**src/rtl/param_seq_detector_if.sv**
```systemverilog
// Stream/control bundle for param_seq_detector.
//   master : drives in_valid, in_seq, overlap_en, pat_load, pat_in, cnt_clr;
//            observes det_out, det_out_q, match_cnt, busy.
//   slave  : the detector side (directions reversed).
interface param_seq_detector_if #(
  parameter int unsigned PAT_LEN = 5,
  parameter int unsigned CNT_W   = 8
);
  logic               in_valid;
  logic               in_seq;
  logic               overlap_en;
  logic               pat_load;
  logic [PAT_LEN-1:0] pat_in;
  logic               cnt_clr;
  logic               det_out;
  logic               det_out_q;
  logic [CNT_W-1:0]   match_cnt;
  logic               busy;

  modport master (
    output in_valid, in_seq, overlap_en, pat_load, pat_in, cnt_clr,
    input  det_out, det_out_q, match_cnt, busy
  );

  modport slave (
    input  in_valid, in_seq, overlap_en, pat_load, pat_in, cnt_clr,
    output det_out, det_out_q, match_cnt, busy
  );
endinterface

```
**src/rtl/param_seq_detector.sv**
```systemverilog
// Runtime-loadable serial pattern detector.
// Ports:
//   clk  : rising-edge clock
//   rst  : synchronous active-high reset
//   bus  : param_seq_detector_if.slave
//          inputs  in_valid, in_seq, overlap_en, pat_load, pat_in, cnt_clr
//          outputs det_out (Mealy), det_out_q (registered), match_cnt (saturating), busy
module param_seq_detector #(
  parameter int unsigned        PAT_LEN = 5,
  parameter logic [PAT_LEN-1:0] PAT_RST = 5'b10110,
  parameter int unsigned        CNT_W   = 8
) (
  input  logic                  clk,
  input  logic                  rst,
  param_seq_detector_if.slave   bus
);

  localparam int unsigned FillW = (PAT_LEN > 2) ? $clog2(PAT_LEN) : 1;
  localparam logic [FillW-1:0] FillMax = FillW'(PAT_LEN - 1);

  logic [PAT_LEN-1:0] pat_q, pat_d;
  logic [PAT_LEN-2:0] hist_q, hist_d;
  logic [FillW-1:0]   fill_q, fill_d;
  logic               det_q, det_d;
  logic [CNT_W-1:0]   cnt_q, cnt_d;

  logic               accept;
  logic               match;
  logic [PAT_LEN-1:0] window;

  // Window = stored history plus the bit on the wire; only meaningful once full.
  assign window = {hist_q, bus.in_seq};
  assign accept = bus.in_valid && !bus.pat_load;
  assign match  = !rst && accept && (fill_q == FillMax) && (window == pat_q);

  always_comb begin
    pat_d  = pat_q;
    hist_d = hist_q;
    fill_d = fill_q;
    det_d  = match;
    cnt_d  = cnt_q;

    if (bus.pat_load) begin
      // Load discards the concurrent bit and restarts matching from scratch.
      pat_d  = bus.pat_in;
      hist_d = '0;
      fill_d = '0;
    end else if (accept) begin
      if (match && !bus.overlap_en) begin
        hist_d = '0;
        fill_d = '0;
      end else begin
        hist_d = window[PAT_LEN-2:0];
        fill_d = (fill_q == FillMax) ? FillMax : fill_q + 1'b1;
      end
    end

    if (bus.cnt_clr) begin
      cnt_d = '0;
    end else if (match && !(&cnt_q)) begin
      cnt_d = cnt_q + 1'b1;
    end
  end

  always_ff @(posedge clk) begin
    if (rst) begin
      pat_q  <= PAT_RST;
      hist_q <= '0;
      fill_q <= '0;
      det_q  <= 1'b0;
      cnt_q  <= '0;
    end else begin
      pat_q  <= pat_d;
      hist_q <= hist_d;
      fill_q <= fill_d;
      det_q  <= det_d;
      cnt_q  <= cnt_d;
    end
  end

  assign bus.det_out   = match;
  assign bus.det_out_q = det_q;
  assign bus.match_cnt = cnt_q;
  assign bus.busy      = (fill_q != '0);

endmodule

```
**src/flat_wrapper.sv**
```systemverilog
// flat-port wrapper written by rule: the top's interface ports become plain ports
module param_seq_detector_flat 
#(
  parameter int unsigned        PAT_LEN = 5,
  parameter logic [PAT_LEN-1:0] PAT_RST = 5'b10110,
  parameter int unsigned        CNT_W   = 8
)
  (clk, rst, bus_in_valid, bus_in_seq, bus_overlap_en, bus_pat_load, bus_pat_in, bus_cnt_clr, bus_det_out, bus_det_out_q, bus_match_cnt, bus_busy);
  param_seq_detector_if #(.PAT_LEN(PAT_LEN), .CNT_W(CNT_W)) bus_i ();
  input  logic clk;
  input  logic rst;
  input wire logic [$bits(bus_i.in_valid)-1:0] bus_in_valid;
  input wire logic [$bits(bus_i.in_seq)-1:0] bus_in_seq;
  input wire logic [$bits(bus_i.overlap_en)-1:0] bus_overlap_en;
  input wire logic [$bits(bus_i.pat_load)-1:0] bus_pat_load;
  input wire logic [$bits(bus_i.pat_in)-1:0] bus_pat_in;
  input wire logic [$bits(bus_i.cnt_clr)-1:0] bus_cnt_clr;
  output wire logic [$bits(bus_i.det_out)-1:0] bus_det_out;
  output wire logic [$bits(bus_i.det_out_q)-1:0] bus_det_out_q;
  output wire logic [$bits(bus_i.match_cnt)-1:0] bus_match_cnt;
  output wire logic [$bits(bus_i.busy)-1:0] bus_busy;
  assign bus_i.in_valid = bus_in_valid;
  assign bus_i.in_seq = bus_in_seq;
  assign bus_i.overlap_en = bus_overlap_en;
  assign bus_i.pat_load = bus_pat_load;
  assign bus_i.pat_in = bus_pat_in;
  assign bus_i.cnt_clr = bus_cnt_clr;
  assign bus_det_out = bus_i.det_out;
  assign bus_det_out_q = bus_i.det_out_q;
  assign bus_match_cnt = bus_i.match_cnt;
  assign bus_busy = bus_i.busy;
  param_seq_detector #(.PAT_LEN(PAT_LEN), .PAT_RST(PAT_RST), .CNT_W(CNT_W)) u_core (.clk(clk), .rst(rst), .bus(bus_i));
endmodule
```
**config.mk**
```make
export PLATFORM = sky130hd
export DESIGN_NAME = param_seq_detector_flat
export DESIGN_NICKNAME = d
export VERILOG_FILES = /design/src/rtl/param_seq_detector_if.sv /design/src/rtl/param_seq_detector.sv /design/src/flat_wrapper.sv
export SDC_FILE = /design/constraint.sdc
export NUM_CORES = 1
export LEC_CHECK = 0
export BUFFER_PORTS_ARGS = -buffer_cell sky130_fd_sc_hd__buf_2
export CORE_MARGIN = 4
export CORE_UTILIZATION = 47
export DETAILED_ROUTE_END_ITERATION = 10
export HOLD_SLACK_MARGIN = 0.02
export MAX_ROUTING_LAYER = met4
export PLACE_DENSITY = 0.74
export REMOVE_ABC_BUFFERS = 1
export SETUP_SLACK_MARGIN = 0.15
export SYNTH_ARGS = -nofsm -noshare
export SYNTH_HDL_FRONTEND = slang
export SYNTH_SLANG_ARGS = --single-unit
```
**constraint.sdc**
```tcl
create_clock -name clk -period 1.87 [get_ports clk]
set_input_delay 0.187 -clock clk [delete_from_list [all_inputs] [get_ports clk]]
set_output_delay 0.187 -clock clk [all_outputs]
set_load 0.005 [all_outputs]
```
# Yosys cells after proc, flatten, opt, wreduce, memory -nomap -nowiden
# Index checks and enable logic that the tools add are counted.
classes:
  n_addsub: 2
  mul: 0
  n_div: 0
  n_lt_le_gt_ge: 0
  n_eq_ne: 2
  n_shift: 0
  mux: 3
  bitwise: 0
  reduce_logical: 14
ops:
  columns: ["cell", "n"]
  rows:
  - ["8-bit by 1-bit adder with 8-bit output, second input constant", 1]
  - ["8-bit AND reduction", 1]
  - ["1-bit logical AND", 6]
  - ["3-bit 2-to-1 mux", 2]
  - ["5-bit equality test", 1]
  - ["1-bit zero test", 4]
  - ["4-bit 2-to-1 mux", 1]
  - ["2-bit OR reduction", 2]
  - ["3-bit by 1-bit adder with 3-bit output, second input constant", 1]
  - ["3-bit equality test, second input constant", 1]
  - ["3-bit nonzero test", 1]
word_totals:
  reg_bits: 21
  latchBits: 0
  mem_bits_rw: 0
  mem_bits_ro: 0
  input_bits: 12
  wordCells: 26
  n_memories: 0

# Depth between registers and ports, before layout
# Gate-level depths: netlist (run 1).
depth:
  word_depth: 7
  ltp_mapped: 9
  mapped_depth_nobuf: 8

# Worst setup path after synthesis (run 1)
# OpenSTA, ideal clock, no wires.
synth_timing:
  path_type: "register -> register"
  startpoint: "register u_core.fill_q[0]"
  endpoint: "register u_core.cnt_q[7], in the netlist u_core.bus.match_cnt[7]"
  setup_ps: 72
  arrival_time_ps: 1869
  required_time_ps: 1798
  path_slack_ps: -70
  stages_incl_launch_ff: 9
  period_less_slack_ps: 1940
  path_cell_list: "dfxtp_1 -> inv_1 -> ha_1 -> nand2_1 -> or4_4 -> or2_1 -> buf_4 -> nor4b_4 -> mux2i_1"
synth_via:
  elab_chain_cells: 4
synth_lines:
  columns: ["item", "line", "rtl"]
  rows:
  - ["from (decl)", "param_seq_detector.sv:23", "logic [FillW-1:0] fill_q, fill_d;"]
  - ["from (signal assigned)", "param_seq_detector.sv:75", "fill_q <= fill_d;"]
  - ["3-bit equality test", "param_seq_detector.sv:34", "assign match = !rst && accept && (fill_q == FillMax) && (window == pat_q);"]
  - ["1-bit logical AND (2 in a row)", "param_seq_detector.sv:34", null]
  - ["1-bit logical AND", "param_seq_detector.sv:60", "end else if (match && !(&cnt_q)) begin"]
  - ["to (signal assigned)", "param_seq_detector.sv:77", "cnt_q <= cnt_d;"]
  - ["to (decl)", "param_seq_detector.sv:25", "logic [CNT_W-1:0] cnt_q, cnt_d;"]
# No other way between the ends.
# A chain may end at the register's enable or synchronous reset.

# Final worst setup path (run 1)
layout_timing:
  startpoint: "register u_core.hist_q[0]"
  endpoint: "output bus_det_out"
layout_via:
  elab_chain_cells: 2
layout_lines:
  columns: ["item", "line", "rtl"]
  rows:
  - ["from (decl)", "param_seq_detector.sv:22", "logic [PAT_LEN-2:0] hist_q, hist_d;"]
  - ["from (signal assigned)", "param_seq_detector.sv:74", "hist_q <= hist_d;"]
  - ["5-bit equality test", "param_seq_detector.sv:34", null]
  - ["1-bit logical AND", "param_seq_detector.sv:34", null]
  - ["to (decl)", "flat_wrapper.sv:18", "output wire logic [$bits(bus_i.det_out)-1:0] bus_det_out;"]
# No other way between the ends.

==> flow_metrics.tcl, run 1 <==
set metrics [dict create \
    violations "setup timing" \
    p_per_area_nw_per_um2 520 \
    drt_iter0_drc 10 \
    ys_types 35 \
    setup_slack_ns -0.154 \
    slew_headroom 0.594 \
    grtUsageTotal 0.196 \
    io_pins 23 \
    die_w_um 54.8 \
    rows 16 \
    ff_latch_area_um2 425 \
    routed_wl_mm 2.61 \
    synth-compound-area-share 0.111 \
    ys_warn_count 0 \
    max_freq_mhz 494 \
    cts_tree "done" \
    synth_top_family_by_area "simple AND/OR/NAND/NOR gates" \
    num_antenna_cells 0 \
    min_period_over_period 1.08 \
    period_needed_ns 2.02 \
    path_clk_slew_ns 0.12 \
    critPathMaxFanout 3 \
    crit_path_end_kind "output port" \
    cts.path.max_buffers 2 \
    chipHeight_um 54.8 \
    total_power_uw 768 \
    grt_max_degree 15 \
    antenna_found_initial 0 \
    viasPerCell 5.19 \
    synth.mux.area_fraction 0.0389 \
    syn2layout_area_growth_pct 43.8 \
    postCtsHoldBufs 0 \
    cts_max_level 1 \
    tightest_slew_ns 0.607 \
    fin_nets 172 \
    syn_avg_cell_area_um2 8.79 \
    cellLeakagePower_uw 0.000624 \
    fill_cells 153 \
    dp_hpwl_mm 1.64 \
    start_kind "flip-flop" \
    ctsRootBufferMaster "clkbuf_4" \
    antenna_left 0 \
    final_layout_size_suffix_gt1_frac 0.455 \
    cts_sinks 21 \
    synth-xor-area-share 0.0596 \
    vdd_drop_max_v 0.000741 \
    postSynthCellCount 117 \
    maxCapViolations 0 \
    multi_input_area_um2 709 \
    ys_ff_latch 21 \
    required_ns 1.68 \
    finalHoldViolations 0 \
    synth_seq_area_share 0.409 \
    yosys.area_share.simple 0.305 \
    post-route-util 0.731 \
    crit_type "flip-flop to output port" \
    min_path_type "input port to flip-flop" \
    synth_edf_count 0 \
    synthAdderAreaFrac 0.0365 \
    routedWlPerCell_um 14.3 \
    synth-async-reset-ratio 0 \
    rsz0062_at_grt "yes" \
    die-area_um2 3000 \
    gr-total-overflow 0 \
    gp_congestion 0.751 \
    clock_skew_ns 0.00587 \
    core_area_um2 2020 \
    syn-cell-area_um2 1030 \
    arrival_ns 1.84 \
    maxSlewViolCount 0 \
    insertion_delay_ns 0.30 \
    grt_pass1_vias 907 \
    grt_pass1_wl_mm 4.02 \
    outcome "finished, violations left" \
    cts_buffers 3 \
    setup_viol 11 \
    drt_first_pass_iters 4 \
    drc 0 \
    place_ws_ns -0.198 \
    synthFlopType "dfxtp_1" \
    port-buffer-count 22 \
    start_util 0.509 \
    vias 949 \
]
## final timing paths
check | slack [ns] | endpoint | start | cells past startpoint
worst max-delay path | -0.15 | bus_det_out | u_core.hist_q[0] | 6
worst min-delay path | 0.08 | u_core.pat_q[1] | bus_pat_in[1] | 2
worst max register to register | -0.09 | u_core.bus.match_cnt[5] | u_core.hist_q[0] | 7
worst min register to register | 0.50 | u_core.bus.match_cnt[1] | u_core.bus.match_cnt[1] | 2
## routing by layer
metal | vias to the layer above | part of all wire | track usage
li1 | 484 | - | -
met1 | 441 | 0.44 | 0.231
met2 | 22 | 0.50 | 0.331
met3 | 2 | 0.042 | 0.0436
met4 | 0 | 0.0096 | 0.0581
met5 | - | 0 | -
## cells by family after synthesis
kind of cell    Yosys count
compound gates           17
xor+xnor                  7
fa+ha+maj                 3
buf+inv                  10
flops                    21
mux                       4
simple gates             55
## stage by stage
stage	instance area, um2	hold WS (ns)	setup TNS (ns)	cells
4_1_cts	1380	0.0834	-0.623	180
6_report	1480	0.0825	-0.558	183
5_1_grt	1480	0.0632	-1.43	183
2_1_floorplan	1010	0.259	-0.0614	112
3_5_place_dp	1220	0.397	-1.31	171
3_3_place_gp	1220	0.388	-0.876	171
## layout make-up
| type | count | area share |
|---|---|---|
| multi-input cells | 86 | 0.480 |
| repair buffers | 40 | 0.178 |
| inverters | 5 | 0.0144 |
| flip-flops and latches | 21 | 0.288 |
| clock buffers | 4 | 0.0178 |
| well taps | 27 | 0.0228 |
## cell usage in the layout, fill, tap and decap left out, types with 3 or more instances in the layout
cell	Yosys	routed
buf_2	0	21
dfxtp_1	21	17
buf_4	1	15
nor2_1	15	14
nand2_1	9	8
xnor2_1	5	5
nor2b_1	6	5
nand3_1	4	4
mux2i_1	4	4
buf_6	0	4
dfxtp_2	0	4
inv_2	2	3
a211o_1	3	3
a21oi_1	5	3
clkbuf_4	0	3
## Yosys cell counts (all sizes together) (2+ instances only)
cell type	count	area share
nand3	4	0.019
or2	3	0.018
and2b	2	0.015
or3	2	0.012
clkbuf	4	0.015
nor3	2	0.015
nor2	15	0.055
nand2b	2	0.012
mux2i	4	0.039
a211o	3	0.026
a31oi	5	0.030
nand4	2	0.012
inv	5	0.018
a21oi	5	0.024
nand2	9	0.033
ha	3	0.037
dfxtp	21	0.41
xor2	2	0.017
and3	2	0.012
nor2b	6	0.037
xnor2	5	0.043
nor4b	2	0.032
## repair_timing
action | 4_1_cts | 5_1_grt
pin swaps | 10 | 7
gates cloned | 0 | 0
resized for setup | 20 | 15
setup buffers | 5 | 3
endpoints found under the setup margin | 14 | 14
## where the power goes
part / total (uW) / internal (uW) / switching (uW)
sequential: 464 / 457 / 6.68
clock: 224 / 83.0 / 141
combinational: 80.5 / 40.3 / 40.3
total: 768 / 581 / 188
## state kept, by name, summed over array words and instances, names as in the netlist
signal and cells:
u_core.fill_q 3, u_core.hist_q 4, u_core.pat_q 5, u_core.bus.match_cnt 8, u_core.bus.det_out_q 1
## worst max-delay path, cell delays in order (launching register included)
cell	delay [ns]
dfxtp_2	0.36
xor2_1	0.16
or4_4	0.51
or2_4	0.25
buf_6	0.12
inv_4	0.05
buf_6	0.09
Note: power is estimated with default switching activity, not from simulation.
==> run 2, diff against run 1 <==
--- a/config.mk
+++ b/config.mk
@@ -6,6 +6,7 @@
 export NUM_CORES = 1
 export LEC_CHECK = 0
 export BUFFER_PORTS_ARGS = -buffer_cell sky130_fd_sc_hd__buf_2
+export CORE_ASPECT_RATIO = 1.1
 export CORE_MARGIN = 4
 export CORE_UTILIZATION = 47
 export DETAILED_ROUTE_END_ITERATION = 10
==> flow_metrics.tcl, run 2 (same netlist as run 1, synthesis figures left out) <==
set metrics [dict create \
    place_ws_ns -0.170 \
    vdd_drop_max_v 0.000419 \
    crit_start "u_core.fill_q[0]" \
    insertion_delay_ns 0.30 \
    r2r_start "u_core.fill_q[0]" \
    grt_max_degree 15 \
    final_common_cell "buf_2" \
    internal_power_uw 581 \
    most-common-layout-cells "buf_2, dfxtp_1, nor2_1, buf_4, nand2_1" \
    max_freq_mhz 494 \
    cellLeakagePower_uw 0.000605 \
    crit_path_end_kind "output port" \
    drt_iter0_drc 21 \
    period_needed_ns 2.02 \
    chipHeight_um 57.1 \
    largest_reg_flops 8 \
    antenna_found_initial 0 \
    grtUsageTotal 0.178 \
    finalHoldViolations 0 \
    crit_type "flip-flop to output port" \
    cts.path.max_buffers 2 \
    rrSetupSlack_ns -0.12 \
    path_clk_slew_ns 0.11 \
    clock_skew_ns 0.00535 \
    required_ns 1.68 \
    grt_pass1_vias 962 \
    grt_pass1_wl_mm 3.93 \
    gp_congestion 0.854 \
    core_area_um2 2040 \
    cp_num_buf_inv 4 \
    port-buffer-count 22 \
    final_layout_size_suffix_gt1_frac 0.410 \
    fin_nets 172 \
    routed_wl_mm 2.32 \
    antenna_left 0 \
    cts_buffers 3 \
    tightest_slew_ns 0.543 \
    whs_ns 0.0896 \
    slowest_delay_ns 0.42 \
    p_per_area_nw_per_um2 530 \
    routedWlPerCell_um 12.6 \
    rows 17 \
    gr-total-overflow 0 \
    p_seq_frac 0.611 \
    maxSlewViolCount 0 \
    viasPerCell 5.18 \
    critPathMaxFanout 2 \
    fill_cells 165 \
    hold_depth 2 \
    die-area_um2 3000 \
    setup_slack_ns -0.153 \
    total_power_uw 758 \
    syn2layout_area_growth_pct 39.1 \
    cts_tree "done" \
    crit_slowest_cell "or4_4" \
    die_w_um 52.6 \
    switching_power_uw 176 \
    critPathMostFrequentCell "buf_6" \
    io_pins 23 \
    slew_headroom 0.637 \
    setup_viol 9 \
    ctsRootBufferMaster "clkbuf_4" \
    num_antenna_cells 0 \
    critPathCapture "bus_det_out" \
    share_comb_of_total_power 0.106 \
    cts_sinks 21 \
    worstReg2RegEnd "u_core.bus.match_cnt[6]" \
    drt_first_pass_iters 4 \
    postCtsHoldBufs 0 \
    min_period_over_period 1.08 \
    clkPwrFrac 0.282 \
    violations "setup timing" \
    min_path_type "input port to flip-flop" \
    reg2reg_depth 12 \
    start_kind "flip-flop" \
    crit_chain "inv_2 -> ha_4 -> nand2_4 -> or4_4 -> or2_4 -> buf_6 -> inv_4 -> buf_6" \
    outcome "finished, violations left" \
    cts_max_level 1 \
    start_util 0.504 \
    sw_frac_of_total 0.232 \
    dp_hpwl_mm 1.59 \
    vias 954 \
    cp_top_family "simple AND/OR/NAND/NOR gates" \
    maxCapViolations 0 \
    arrival_ns 1.84 \
    crit_cells 8 \
    rsz0062_at_grt "yes" \
    drc 0 \
]
==> run 2: cell counts in the layout (fill, tap and decap cells not counted) <==
No cell type changed its count.
==> run 2: repair_timing <==
action	CTS	global route
endpoints found under the setup margin	14	14
endpoints found under the hold margin	0	0
resized for setup	19	5
setup buffers	9	0
pin swaps	14	5
==> run 2: final cells by class <==
type                    instances  area, um2  share of cell area
multi-input cells              86        662               0.463
inverters                       5       21.3              0.0149
repair buffers                 40        263               0.184
flip-flops and latches         21        423               0.296
well taps                      28       35.0              0.0245
clock buffers                   4       26.3              0.0184
==> run 2: metal layers <==
layer | vias up | wire (um) | GRT usage
met5 | - | 0 | -
met4 | 0 | 39 | 0.0985
met3 | 4 | 148 | 0.0313
met2 | 31 | 1220 | 0.305
met1 | 436 | 908 | 0.189
li1 | 483 | - | -
==> run 2: worst min path at each step <==
stage,start,end
final,bus_pat_in[2],u_core.pat_q[2]
after detailed placement,bus_pat_in[2],u_core.pat_q[2]
after global routing,bus_pat_in[2],u_core.pat_q[2]
after floorplan,rst,u_core.pat_q[0]
after CTS,bus_pat_in[2],u_core.pat_q[2]
after global placement,bus_pat_in[2],u_core.pat_q[2]
==> run 2: power by group through the flow <==
stage	registers, uW	clock network, uW	logic, uW
finish	463	214	80.6
global placement	472	0	68.2
CTS	463	222	76.9
global route	465	253	89.8
floorplan	471	0	33.6
detailed placement	473	0	71.0
==> run 2: worst reg2reg max path: stages, from the launching register on <==
cell	delay [ns]
dfxtp_2	0.34
inv_2	0.07
ha_4	0.15
nand2_4	0.05
or4_4	0.42
or2_4	0.25
buf_6	0.12
inv_4	0.05
buf_4	0.10
buf_6	0.08
buf_4	0.09
a21oi_2	0.04
nor3_1	0.16
==> run 2: through the flow <==
stage / instances / TNS, ns / util / instance area (um2)
after floorplan: 112 / -0.0614 / - / 1010
after global placement: 171 / -0.949 / 0.597 / 1220
after detailed placement: 171 / -1.21 / 0.597 / 1220
after CTS: 184 / -1.17 / 0.680 / 1390
after global routing: 184 / -1.91 / 0.700 / 1430
final: 184 / -0.738 / 0.700 / 1430
==> run 3, diff against run 2 <==
--- a/config.mk
+++ b/config.mk
@@ -14,7 +14,6 @@
 export MAX_ROUTING_LAYER = met4
 export PLACE_DENSITY = 0.74
 export REMOVE_ABC_BUFFERS = 1
-export SETUP_SLACK_MARGIN = 0.15
 export SYNTH_ARGS = -nofsm -noshare
 export SYNTH_HDL_FRONTEND = slang
 export SYNTH_SLANG_ARGS = --single-unit
==> flow_metrics.tcl, run 3 (same netlist as run 1, synthesis figures left out) <==
set metrics [dict create \
    outcome "finished, violations left" \
    violations "setup timing" \
    chipHeight_um 57.1 \
    cts_sinks 21 \
    tightest_slew_ns 0.553 \
    maxCapViolations 0 \
    crit_chain "inv_2 -> ha_4 -> nand2_4 -> or4_4 -> or2_4 -> buf_6 -> inv_4 -> buf_6" \
    viasPerCell 5.22 \
    finalHoldViolations 0 \
    setup_tns_ns -0.843 \
    gp_congestion 0.854 \
    drt_iter0_drc 21 \
    start_kind "flip-flop" \
    port-buffer-count 22 \
    vdd_drop_max_v 0.000418 \
    crit_slowest_cell "or4_4" \
    drt_first_pass_iters 4 \
    max_freq_mhz 492 \
    clock_skew_ns 0.00689 \
    routedWlPerCell_um 12.7 \
    setup_viol 10 \
    die_w_um 52.6 \
    slowest_delay_ns 0.43 \
    grt_pass1_vias 962 \
    arrival_ns 1.84 \
    fin_nets 172 \
    cp_top_family "simple AND/OR/NAND/NOR gates" \
    most-common-layout-cells "buf_2, dfxtp_1, nor2_1, buf_4, nand2_1" \
    drc 0 \
    io_pins 23 \
    stdcell_count 184 \
    p_per_area_nw_per_um2 531 \
    start_util 0.504 \
    path_clk_slew_ns 0.12 \
    crit_type "flip-flop to output port" \
    ctsRootBufferMaster "clkbuf_4" \
    rows 17 \
    grt_max_degree 15 \
    slew_headroom 0.630 \
    gr-total-overflow 0 \
    largest_reg_flops 8 \
    dp_hpwl_mm 1.59 \
    vias 960 \
    crit_path_end_kind "output port" \
    dp.cells 171 \
    cts_tree "done" \
    cts_max_level 1 \
    critPathMaxFanout 2 \
    grt_pass1_wl_mm 3.93 \
    insertion_delay_ns 0.30 \
    postCtsHoldBufs 0 \
    grtUsageTotal 0.178 \
    required_ns 1.68 \
    syn2layout_area_growth_pct 39.1 \
    whs_ns 0.0887 \
    period_needed_ns 2.03 \
    cp_num_buf_inv 4 \
    antenna_found_initial 0 \
    final_common_cell "buf_2" \
    setup_slack_ns -0.162 \
    final_layout_size_suffix_gt1_frac 0.410 \
    cellLeakagePower_uw 0.000605 \
    min_period_over_period 1.09 \
    antenna_left 0 \
    post-route-util 0.700 \
    num_antenna_cells 0 \
    die-area_um2 3000 \
    min_path_type "input port to flip-flop" \
    rsz0062_at_grt "yes" \
    routed_wl_mm 2.33 \
    cts_buffers 3 \
    core_area_um2 2040 \
    cts.path.max_buffers 2 \
    critPathMostFrequentCell "buf_6" \
    maxSlewViolCount 0 \
]
==> run 3: cell counts in the layout (fill, tap and decap cells not counted) <==
No cell type changed its count.
==> run 3: where the power goes <==
| group | internal [uW] | total [uW] | switching (uW) |
|---|---|---|---|
| combinational | 41.7 | 80.8 | 39.1 |
| sequential | 457 | 463 | 6.47 |
| clock | 83.1 | 215 | 132 |
| total | 582 | 759 | 177 |
==> run 3: metal layers <==
| layer | vias to the layer above | part of all wire | global-route usage | routed length (um) |
|---|---|---|---|---|
| met5 | - | 0 | - | 0 |
| met4 | 0 | 0.021 | 0.0985 | 49 |
| met3 | 6 | 0.053 | 0.0313 | 124 |
| met2 | 28 | 0.52 | 0.305 | 1210 |
| met1 | 443 | 0.40 | 0.189 | 941 |
| li1 | 483 | - | - | - |
==> run 3: layout make-up <==
class / instances / area (um2)
multi-input combinational: 86 / 662
fill: 165 / 612
sequential: 21 / 423
timing repair buffer: 40 / 263
tap: 28 / 35.0
clock buffer: 4 / 26.3
inverter: 5 / 21.3
==> run 3: per-stage QoR <==
stage          instance area (um2)  total power, uW  setup slack (ns)
2_1_floorplan                 1010              505           -0.0495
3_3_place_gp                  1220              540            -0.136
3_5_place_dp                  1220              544            -0.170
4_1_cts                       1390              762            -0.239
5_1_grt                       1430              807            -0.250
6_report                      1430              759            -0.162
==> run 3: worst paths after layout <==
kind	from	end	slack (ns)	cells after the start
setup / recovery	u_core.fill_q[0]	bus_det_out	-0.16	8
hold / removal	bus_pat_in[2]	u_core.pat_q[2]	0.09	2
setup reg to reg	u_core.fill_q[0]	u_core.bus.match_cnt[6]	-0.13	12
hold reg to reg	u_core.bus.match_cnt[1]	u_core.bus.match_cnt[1]	0.49	2
==> run 3: what timing repair did <==
action,CTS,global route
pin swaps,14,5
gates resized for setup,19,5
setup endpoints to repair,13,14
setup buffers,9,0
